File: src/rtl/pipe_stage_reg.sv
// Pipeline boundary register: payload, valid and sideband with load/hold/bubble/flush control,
// plus saturating bubble and hold cycle counters.
module pipe_stage_reg #(
  parameter int unsigned       DATA_W     = 64,
  parameter int unsigned       SIDE_W     = 1,
  parameter int unsigned       STALL_W    = 6,
  parameter int unsigned       STAGE      = 2,
  parameter logic [DATA_W-1:0] BUBBLE_VAL = '0,
  parameter int unsigned       CNT_W      = 16
) (
  input  logic               clk,
  input  logic               rst,
  input  logic [STALL_W-1:0] stall,
  input  logic               flush,
  input  logic [DATA_W-1:0]  in_data,
  input  logic               in_valid,
  input  logic [SIDE_W-1:0]  in_side,
  input  logic               cnt_clr,
  output logic [DATA_W-1:0]  out_data,
  output logic               out_valid,
  output logic [SIDE_W-1:0]  out_side,
  output logic [CNT_W-1:0]   bubble_cnt,
  output logic [CNT_W-1:0]   hold_cnt
);

  if (STAGE + 2 > STALL_W) begin : g_bad_stage
    $error("pipe_stage_reg: STAGE must lie in 0..STALL_W-2");
  end
  if (DATA_W < 1 || SIDE_W < 1 || CNT_W < 2) begin : g_bad_width
    $error("pipe_stage_reg: DATA_W/SIDE_W must be >= 1 and CNT_W >= 2");
  end

  typedef enum logic [1:0] {ActFlush, ActBubble, ActAdvance, ActHold} action_e;

  logic [DATA_W-1:0] data_q, data_d;
  logic              valid_q, valid_d;
  logic [SIDE_W-1:0] side_q, side_d;
  logic [CNT_W-1:0]  bubble_q, bubble_d;
  logic [CNT_W-1:0]  hold_q, hold_d;
  logic              s0, s1;
  action_e           act;

  assign s0 = stall[STAGE];
  assign s1 = stall[STAGE+1];

  // Only this boundary's two stall bits matter; the rest belong to other stages.
  logic unused_stall;
  assign unused_stall = ^stall;

  always_comb begin
    act = ActHold;
    if (flush)         act = ActFlush;
    else if (s0 && !s1) act = ActBubble;
    else if (!s0)      act = ActAdvance;
  end

  always_comb begin
    data_d  = data_q;
    valid_d = valid_q;
    side_d  = side_q;
    unique case (act)
      ActFlush: begin
        data_d  = BUBBLE_VAL;
        valid_d = 1'b0;
        side_d  = '0;
      end
      ActBubble: begin
        data_d  = BUBBLE_VAL;
        valid_d = 1'b0;
      end
      ActAdvance: begin
        data_d  = in_valid ? in_data : BUBBLE_VAL;
        valid_d = in_valid;
        side_d  = in_side;
      end
      default: ;
    endcase
  end

  // Counters saturate at all-ones; a clear wins over any increment on the same edge.
  always_comb begin
    bubble_d = bubble_q;
    hold_d   = hold_q;
    if (cnt_clr) begin
      bubble_d = '0;
      hold_d   = '0;
    end else begin
      if (act == ActBubble && bubble_q != '1) bubble_d = bubble_q + CNT_W'(1);
      if (act == ActHold && hold_q != '1)     hold_d   = hold_q + CNT_W'(1);
    end
  end

  always_ff @(posedge clk or posedge rst) begin
    if (rst) begin
      data_q   <= BUBBLE_VAL;
      valid_q  <= 1'b0;
      side_q   <= '0;
      bubble_q <= '0;
      hold_q   <= '0;
    end else begin
      data_q   <= data_d;
      valid_q  <= valid_d;
      side_q   <= side_d;
      bubble_q <= bubble_d;
      hold_q   <= hold_d;
    end
  end

  assign out_data   = data_q;
  assign out_valid  = valid_q;
  assign out_side   = side_q;
  assign bubble_cnt = bubble_q;
  assign hold_cnt   = hold_q;

endmodule

File: config.mk
export PLATFORM = sky130hd
export DESIGN_NAME = pipe_stage_reg
export DESIGN_NICKNAME = d
export VERILOG_FILES = /design/src/rtl/pipe_stage_reg.sv
export SDC_FILE = /design/constraint.sdc
export NUM_CORES = 1
export LEC_CHECK = 0
export ABC_AREA = 1
export BUFFER_PORTS_ARGS = -buffer_cell sky130_fd_sc_hd__buf_2
export CORE_MARGIN = 5
export CORE_UTILIZATION = 45
export DETAILED_ROUTE_END_ITERATION = 10
export GPL_ROUTABILITY_DRIVEN = 0
export GPL_TIMING_DRIVEN = 0
export PLACE_DENSITY = 0.73
export RECOVER_POWER = 25
export REMOVE_ABC_BUFFERS = 1
export SETUP_SLACK_MARGIN = 0.1
export SLEW_MARGIN = 20
export SYNTH_ARGS = -nofsm -noshare
export SYNTH_HDL_FRONTEND = slang
export SYNTH_SLANG_ARGS = --single-unit
File: constraint.sdc
create_clock -name clk -period 3.1 [get_ports clk]
set_input_delay 0.62 -clock clk [delete_from_list [all_inputs] [get_ports clk]]
set_output_delay 0.62 -clock clk [all_outputs]
set_load 0.01 [all_outputs]
==> flow_summary_export.csv, run 1 <==
group,metric,value,unit
status,status,"finished with violations",
status,failed_checks,"capacitance limit, slew limit",
synthesis,synth_edf_count,0,
grt,gr-usage-all-layers,20.6,%
timing,whs,0.491,ns
power_and_ir_drop,p_leak,0.00342,uW
clocking,cts_hold_buf,0,
clocking,numCtsBuffers,9,
detailed_routing,wl_per_cell,14.6,um
die,design.die.area,12600,um^2
synthesis,synth_top_area_share,52.3,%
worst_setup_path,crit_end,"hold_cnt[13]$_DFFE_PP0P_",
power_and_ir_drop,ir_drop,0.288,mV
power_and_ir_drop,p_sw,609,uW
clocking,post_cts_buffers,0,
synthesis,async_reset_ff_share,100,%
timing,finalHoldViolations,0,
clocking,cts_num_sinks,98,
power_and_ir_drop,p_seq_share,54.0,%
placement,place_inst,853,
placement,dpl_cell_area,5650,um^2
clocking,insertion_delay,0.35,ns
timing,min_period,2.17,ns
power_and_ir_drop,intPower,1840,uW
worst_setup_path,reg2reg_from,"hold_cnt[0]$_DFFE_PP0P_",
worst_setup_path,crit_path_frequent_cell,"nand2_1",
worst_setup_path,crit_type,"in -> reg",
detailed_routing,routed_wl,12700,um
timing,tightest_slew,2.13,ns
detailed_routing,num_vias,4521,
detailed_routing,via_per_inst,5.20,
detailed_routing,firstDrtPassIters,4,
synthesis,synth_common_cells,"nand2_1 (173), nand3_1 (170), dfrtp_1 (98)",
detailed_routing,ant_nets,0,
worst_setup_path,slowest_stage,"nor3_2",
cells_and_area,diodes,0,
clocking,clock_path_buffers,2,
timing,period_share,69.9,%
grt,grt_pass1_wl,21600,um
synthesis,synth_cells,579,
die,row_count,37,
worst_setup_path,start_kind,"input pin",
placement,dp_hpwl,8780,um
die,fp.dieH,112,um
power_and_ir_drop,powerDensity,419,nW/um^2
worst_setup_path,r2r_cells,8,
clocking,cts_tree,"yes",
cells_and_area,area_growth,24.9,%
cells_and_area,postLayoutCellArea,5860,um^2
timing,rsz0062_at_grt,"no",
timing,max_freq,462,MHz
synthesis,synthesis.yosys.warnings,0,
grt,gr-total-overflow,0,
worst_setup_path,cp_cell_sequence,"buf_2 > inv_2 > nand2_1 > clkinv_2 > buf_12 > nand2_1 > nor3_2 > nand3_1 > nand2_1",
cells_and_area,nNetsFinal,806,
synthesis,synth_top_area_cell,"dfrtp_1",
worst_setup_path,crit_arrival,2.46,ns
timing,slew_viol_final,46,
timing,finalClockSkew,0.00393,ns
worst_setup_path,startpoint,"flush",
worst_setup_path,crit_required,3.39,ns
cells_and_area,final_cells,869,
detailed_routing,drc_errors,0,
synthesis,yosysMostFrequentCell,"nand2_1",
power_and_ir_drop,p_clk_share,36.4,%
timing,relSlewSlack,-42.6,%
synthesis,avgSynthCellArea,8.10,um^2
synthesis,seq_area_frac_synth,52.3,%
die,core-area,10200,um^2
worst_setup_path,cp_max_fo,38,
die,start_util,45.8,%
synthesis,syn_area,4690,um^2
worst_setup_path,r2r_setup_slack,1.22,ns
die,die_w,112,um
synthesis,ys_top_cells_by_area,"dfrtp_1 (52%), nand3_1 (18%), nand2_1 (14%)",
synthesis,yosys_most_used_dff,"dfrtp_1",
grt,grt_pass1_vias,4489,
grt,grt_start_max_net_pins,68,
clocking,cts-resized-gates,0,
worst_setup_path,endpoint_kind,"flop",
worst_setup_path,r2r-end,"hold_cnt[13]$_DFFE_PP0P_",
placement,io_buffers,169,
synthesis,ys_ff_latch,98,
clocking,cts.clk_slew.worst_paths,0.09,ns
worst_setup_path,max_stage_delay,0.64,ns
die,ios,174,
detailed_routing,drt_iter0_drc,258,
power_and_ir_drop,comb_power_share,9.6,%
clocking,root_buffer,"clkbuf_8",
power_and_ir_drop,swShare,24.8,%
synthesis,synthDistinctLibCells,31,
cells_and_area,drive_gt1_share,28.2,%
hold_path,hold_class,"in -> reg",
grt,antenna_found_initial,0,
timing,setup_viol,0,
clocking,htreeDepth,3,
flow_run,drv_cap,1,
==> cells by family (layout without fill, tap and decap cells) <==
family                     Yosys count  in the layout  share of synthesized area, %
AOI/OAI and AO/OA                   12             12                          1.73
xor gates and xnor gates            11             11                          2.05
adders and majority gates            2              2                         0.533
buffers and inverters               62            216                          5.39
DFF                                 98             98                          52.3
and+or+nand+nor                    394            394                          38.0
==> sequential cells by signal (all words and copies together), names as in the netlist <==
name and count:
out_data 64, bubble_cnt 16, out_side 1, out_valid 1
hold_cnt 16
==> critical path: cells and delay by family <==
kind | cells | cell delay (ns)
AND/OR/NAND/NOR | 5 | 1.07
buffers and inverters | 4 | 0.74
==> layout make-up <==
cell class / instances / area, um^2
fill: 967 / 4370
timing repair buffer: 172 / 917
clock buffer: 11 / 131
tap: 136 / 170
sequential: 98 / 2450
inverter: 28 / 110
clock inverter: 5 / 78.8
multi-input combinational: 419 / 2000
==> metal layers <==
| metal | GRT usage (%) | routed length (um) | vias up |
|---|---|---|---|
| met2 | 31.9 | 5880 | 172 |
| met3 | 7.28 | 1320 | 12 |
| met4 | 7.13 | 184 | 0 |
| li1 | - | - | 2208 |
| met1 | 27.1 | 5290 | 2129 |
| met5 | 0 | 0 | - |
==> cell usage in the layout (no fill, tap or decap), types with 4 or more instances in the layout <==
| cell | count |
|---|---|
| nand3_1 | 170 |
| inv_2 | 5 |
| dfrtp_1 | 98 |
| nor2_4 | 4 |
| buf_2 | 166 |
| clkbuf_8 | 9 |
| o21bai_1 | 4 |
| nand4_1 | 12 |
| inv_1 | 20 |
| xor2_1 | 10 |
| nand2_1 | 173 |
| nor2_1 | 22 |
| nor2_2 | 5 |
==> worst min path at each step <==
stage | depth (start not counted) | to | startpoint
2_1_floorplan | 2 | out_data[0]$_DFFE_PP0P_ | out_data[0]$_DFFE_PP0P_
3_3_place_gp | 2 | out_data[22]$_DFFE_PP0P_ | out_data[22]$_DFFE_PP0P_
3_5_place_dp | 2 | out_data[1]$_DFFE_PP0P_ | out_data[1]$_DFFE_PP0P_
4_1_cts | 2 | bubble_cnt[2]$_DFFE_PP0P_ | rst
5_1_grt | 2 | out_side$_DFFE_PP0P_ | in_side
6_report | 3 | out_data[34]$_DFFE_PP0P_ | in_data[34]
==> power groups by stage <==
| stage | sequential [uW] | clock, uW | combinational, uW |
|---|---|---|---|
| after floorplan | 1360 | 0 | 81.0 |
| after global placement | 1350 | 0 | 225 |
| after detailed placement | 1350 | 0 | 241 |
| after CTS | 1320 | 913 | 241 |
| after global routing | 1330 | 978 | 265 |
| final | 1320 | 894 | 235 |
==> through the flow <==
stage               setup TNS, ns  utilization, %  power [uW]  worst slack (ns)
floorplan                   -8.04               -        1440           -0.0821
global route                    0            57.3        2570             0.737
global placement          -202.43            54.4        1570             -1.25
finish                          0            57.3        2450             0.934
CTS                             0            57.3        2480             0.925
detailed placement              0            55.2        1590             0.547
Power figures use the tool's default switching activity.
==> run 2, diff against run 1 <==
- CORE_UTILIZATION: 45 -> 50
- PLACE_DENSITY: 0.73 -> 0.77
- clock period: 3.1 -> 2.2 ns (I/O delays scaled with it)
==> run 2 against run 1 <==
- the flow still finishes with violations (capacitance limit, slew limit)
- largest cell class unchanged
- global-route usage rose by 1.8 points
- flip-flop and latch count is the same
- critical endpoint is now hold_cnt[10]$_DFFE_PP0P_
- clock skew grew 0.0092 ns
- core utilization rose by 6.7 points
- die area shrank 9.1%
- critical path depth stayed put
- via count is 0.38% lower
- total power rose by 49%
- first-iteration DRC count decreased by 29%
- sequential share of layout area fell by 0.18 points
- non-clock buffer count stayed put
==> flow_summary_export.csv, run 2 (synthesis results as in run 1) <==
group,metric,value,unit
status,status,"finished with violations",
status,failed_checks,"capacitance limit, slew limit",
timing,tightest_slew,1.66,ns
detailed_routing,via_per_inst,5.34,
grt,grt_start_max_net_pins,68,
clocking,numCtsBuffers,9,
cells_and_area,largest_register_ffs,64,
worst_setup_path,r2r_setup_slack,0.37,ns
cells_and_area,final_cell_mix,"nand2_1 (173), nand3_1 (170), buf_2 (167)",
cells_and_area,nNetsFinal,806,
clocking,insertion_delay,0.35,ns
worst_setup_path,crit_arrival,2.12,ns
die,start_util,51.0,%
placement,dp_hpwl,8750,um
die,row_count,35,
power_and_ir_drop,ir_drop,0.364,mV
detailed_routing,ant_nets,0,
die,ios,174,
grt,antenna_found_initial,0,
detailed_routing,wl_per_cell,14.9,um
cells_and_area,n_fill_cell,805,
clocking,cts-resized-gates,1,
grt,grt_pass1_wl,21100,um
placement,io_buffers,169,
detailed_routing,num_vias,4504,
grt,gr-usage-all-layers,22.5,%
timing,fin_setup_tns,0,ns
clocking,cts_tree,"yes",
hold_path,hold_end,"out_data[50]$_DFFE_PP0P_",
placement,place_inst,828,
timing,min_period,1.83,ns
detailed_routing,drc_errors,0,
timing,setup_viol,0,
power_and_ir_drop,powerDensity,622,nW/um^2
timing,rsz0062_at_grt,"no",
worst_setup_path,start_kind,"flop",
worst_setup_path,endpoint_kind,"flop",
worst_setup_path,crit_required,2.49,ns
worst_setup_path,r2r_cells,9,
clocking,cts_num_sinks,98,
detailed_routing,routed_wl,12600,um
timing,max_freq,547,MHz
timing,finalClockSkew,0.0131,ns
detailed_routing,firstDrtPassIters,4,
grt,gr-total-overflow,0,
worst_setup_path,cp_max_fo,16,
cells_and_area,area_growth,25.4,%
worst_setup_path,reg2reg_from,"hold_cnt[0]$_DFFE_PP0P_",
hold_path,hold_depth,3,
cells_and_area,layout_commonest_cell,"nand2_1",
worst_setup_path,crit_type,"reg -> reg",
timing,finalHoldViolations,0,
die,fp.dieH,107,um
cells_and_area,diodes,0,
die,die_w,107,um
timing,slew_viol_final,42,
clocking,post_cts_buffers,0,
timing,relSlewSlack,-10.7,%
cells_and_area,final_cells,844,
cells_and_area,drive_gt1_share,28.5,%
clocking,htreeDepth,3,
timing,period_share,83.1,%
detailed_routing,drt_iter0_drc,183,
worst_setup_path,r2r-end,"hold_cnt[10]$_DFFE_PP0P_",
grt,grt_pass1_vias,4428,
clocking,root_buffer,"clkbuf_8",
clocking,cts.clk_slew.worst_paths,0.10,ns
hold_path,hp-start,"in_data[50]",
die,core-area,9200,um^2
clocking,clock_path_buffers,2,
flow_run,drv_cap,1,
hold_path,hold_class,"in -> reg",
die,design.die.area,11400,um^2
clocking,cts_hold_buf,0,
power_and_ir_drop,p_leak,0.00345,uW
run 2: critical path, cell delays in order (launching register included):
cell and delay, ns:
dfrtp_1 0.46, ha_1 0.24, nand2_1 0.06, nor2_1 0.11, nand2_2 0.10, nor2_2 0.20, nor2_2 0.11, nor2_4 0.31
nand2_1 0.10, nand2_1 0.08
run 2: final cells by class:
cell class                      count  area (um^2)  area share (%)
Sequential cell                    98         2450            41.7
Multi-Input combinational cell    419         2000            34.1
Timing Repair Buffer              172          918            15.6
Clock buffer                       11          151            2.57
Tap cell                          111          139            2.36
Inverter                           28          110            1.87
Clock inverter                      5          108            1.83
run 2: power by group:
| part | internal (uW) | switching, uW | total [uW] | leakage, uW |
|---|---|---|---|---|
| registers | 1840 | 25.0 | 1870 | 0.00135 |
| clock network | 825 | 638 | 1460 | 0.000130 |
| logic | 116 | 216 | 332 | 0.00197 |
run 2: per-stage QoR:
step	worst slack, ns	hold WS [ns]	utilization [%]	total power [uW]	instance area, um^2
final	0.371	0.314	64.0	3660	5880
after global routing	0.182	0.295	64.0	3810	5880
after CTS	0.204	0.0873	63.9	3700	5880
after detailed placement	-0.367	0.479	61.1	2240	5620
after global placement	-1.92	0.478	60.1	2210	5530
after floorplan	-0.802	0.532	-	2030	4550
run 2: worst max path at each step:
| stage | startpoint | slack (ns) | end |
|---|---|---|---|
| 6_report | hold_cnt[0]$_DFFE_PP0P_ | 0.37 | hold_cnt[10]$_DFFE_PP0P_ |
| 5_1_grt | hold_cnt[0]$_DFFE_PP0P_ | 0.18 | hold_cnt[9]$_DFFE_PP0P_ |
| 4_1_cts | flush | 0.20 | hold_cnt[13]$_DFFE_PP0P_ |
| 3_5_place_dp | stall[3] | -0.37 | hold_cnt[13]$_DFFE_PP0P_ |
| 3_3_place_gp | rst | -1.92 | out_data[59]$_DFFE_PP0P_ |
| 2_1_floorplan | rst | -0.80 | bubble_cnt[0]$_DFFE_PP0P_ |
run 2: routing by layer:
metal  wire length [um]  track usage (%)  vias to the layer above
li1                   -                -                     2204
met2               6070             36.8                      163
met1               5170             28.8                     2124
met5                  0                0                        -
met4                180             5.48                        0
met3               1160             7.65                       13
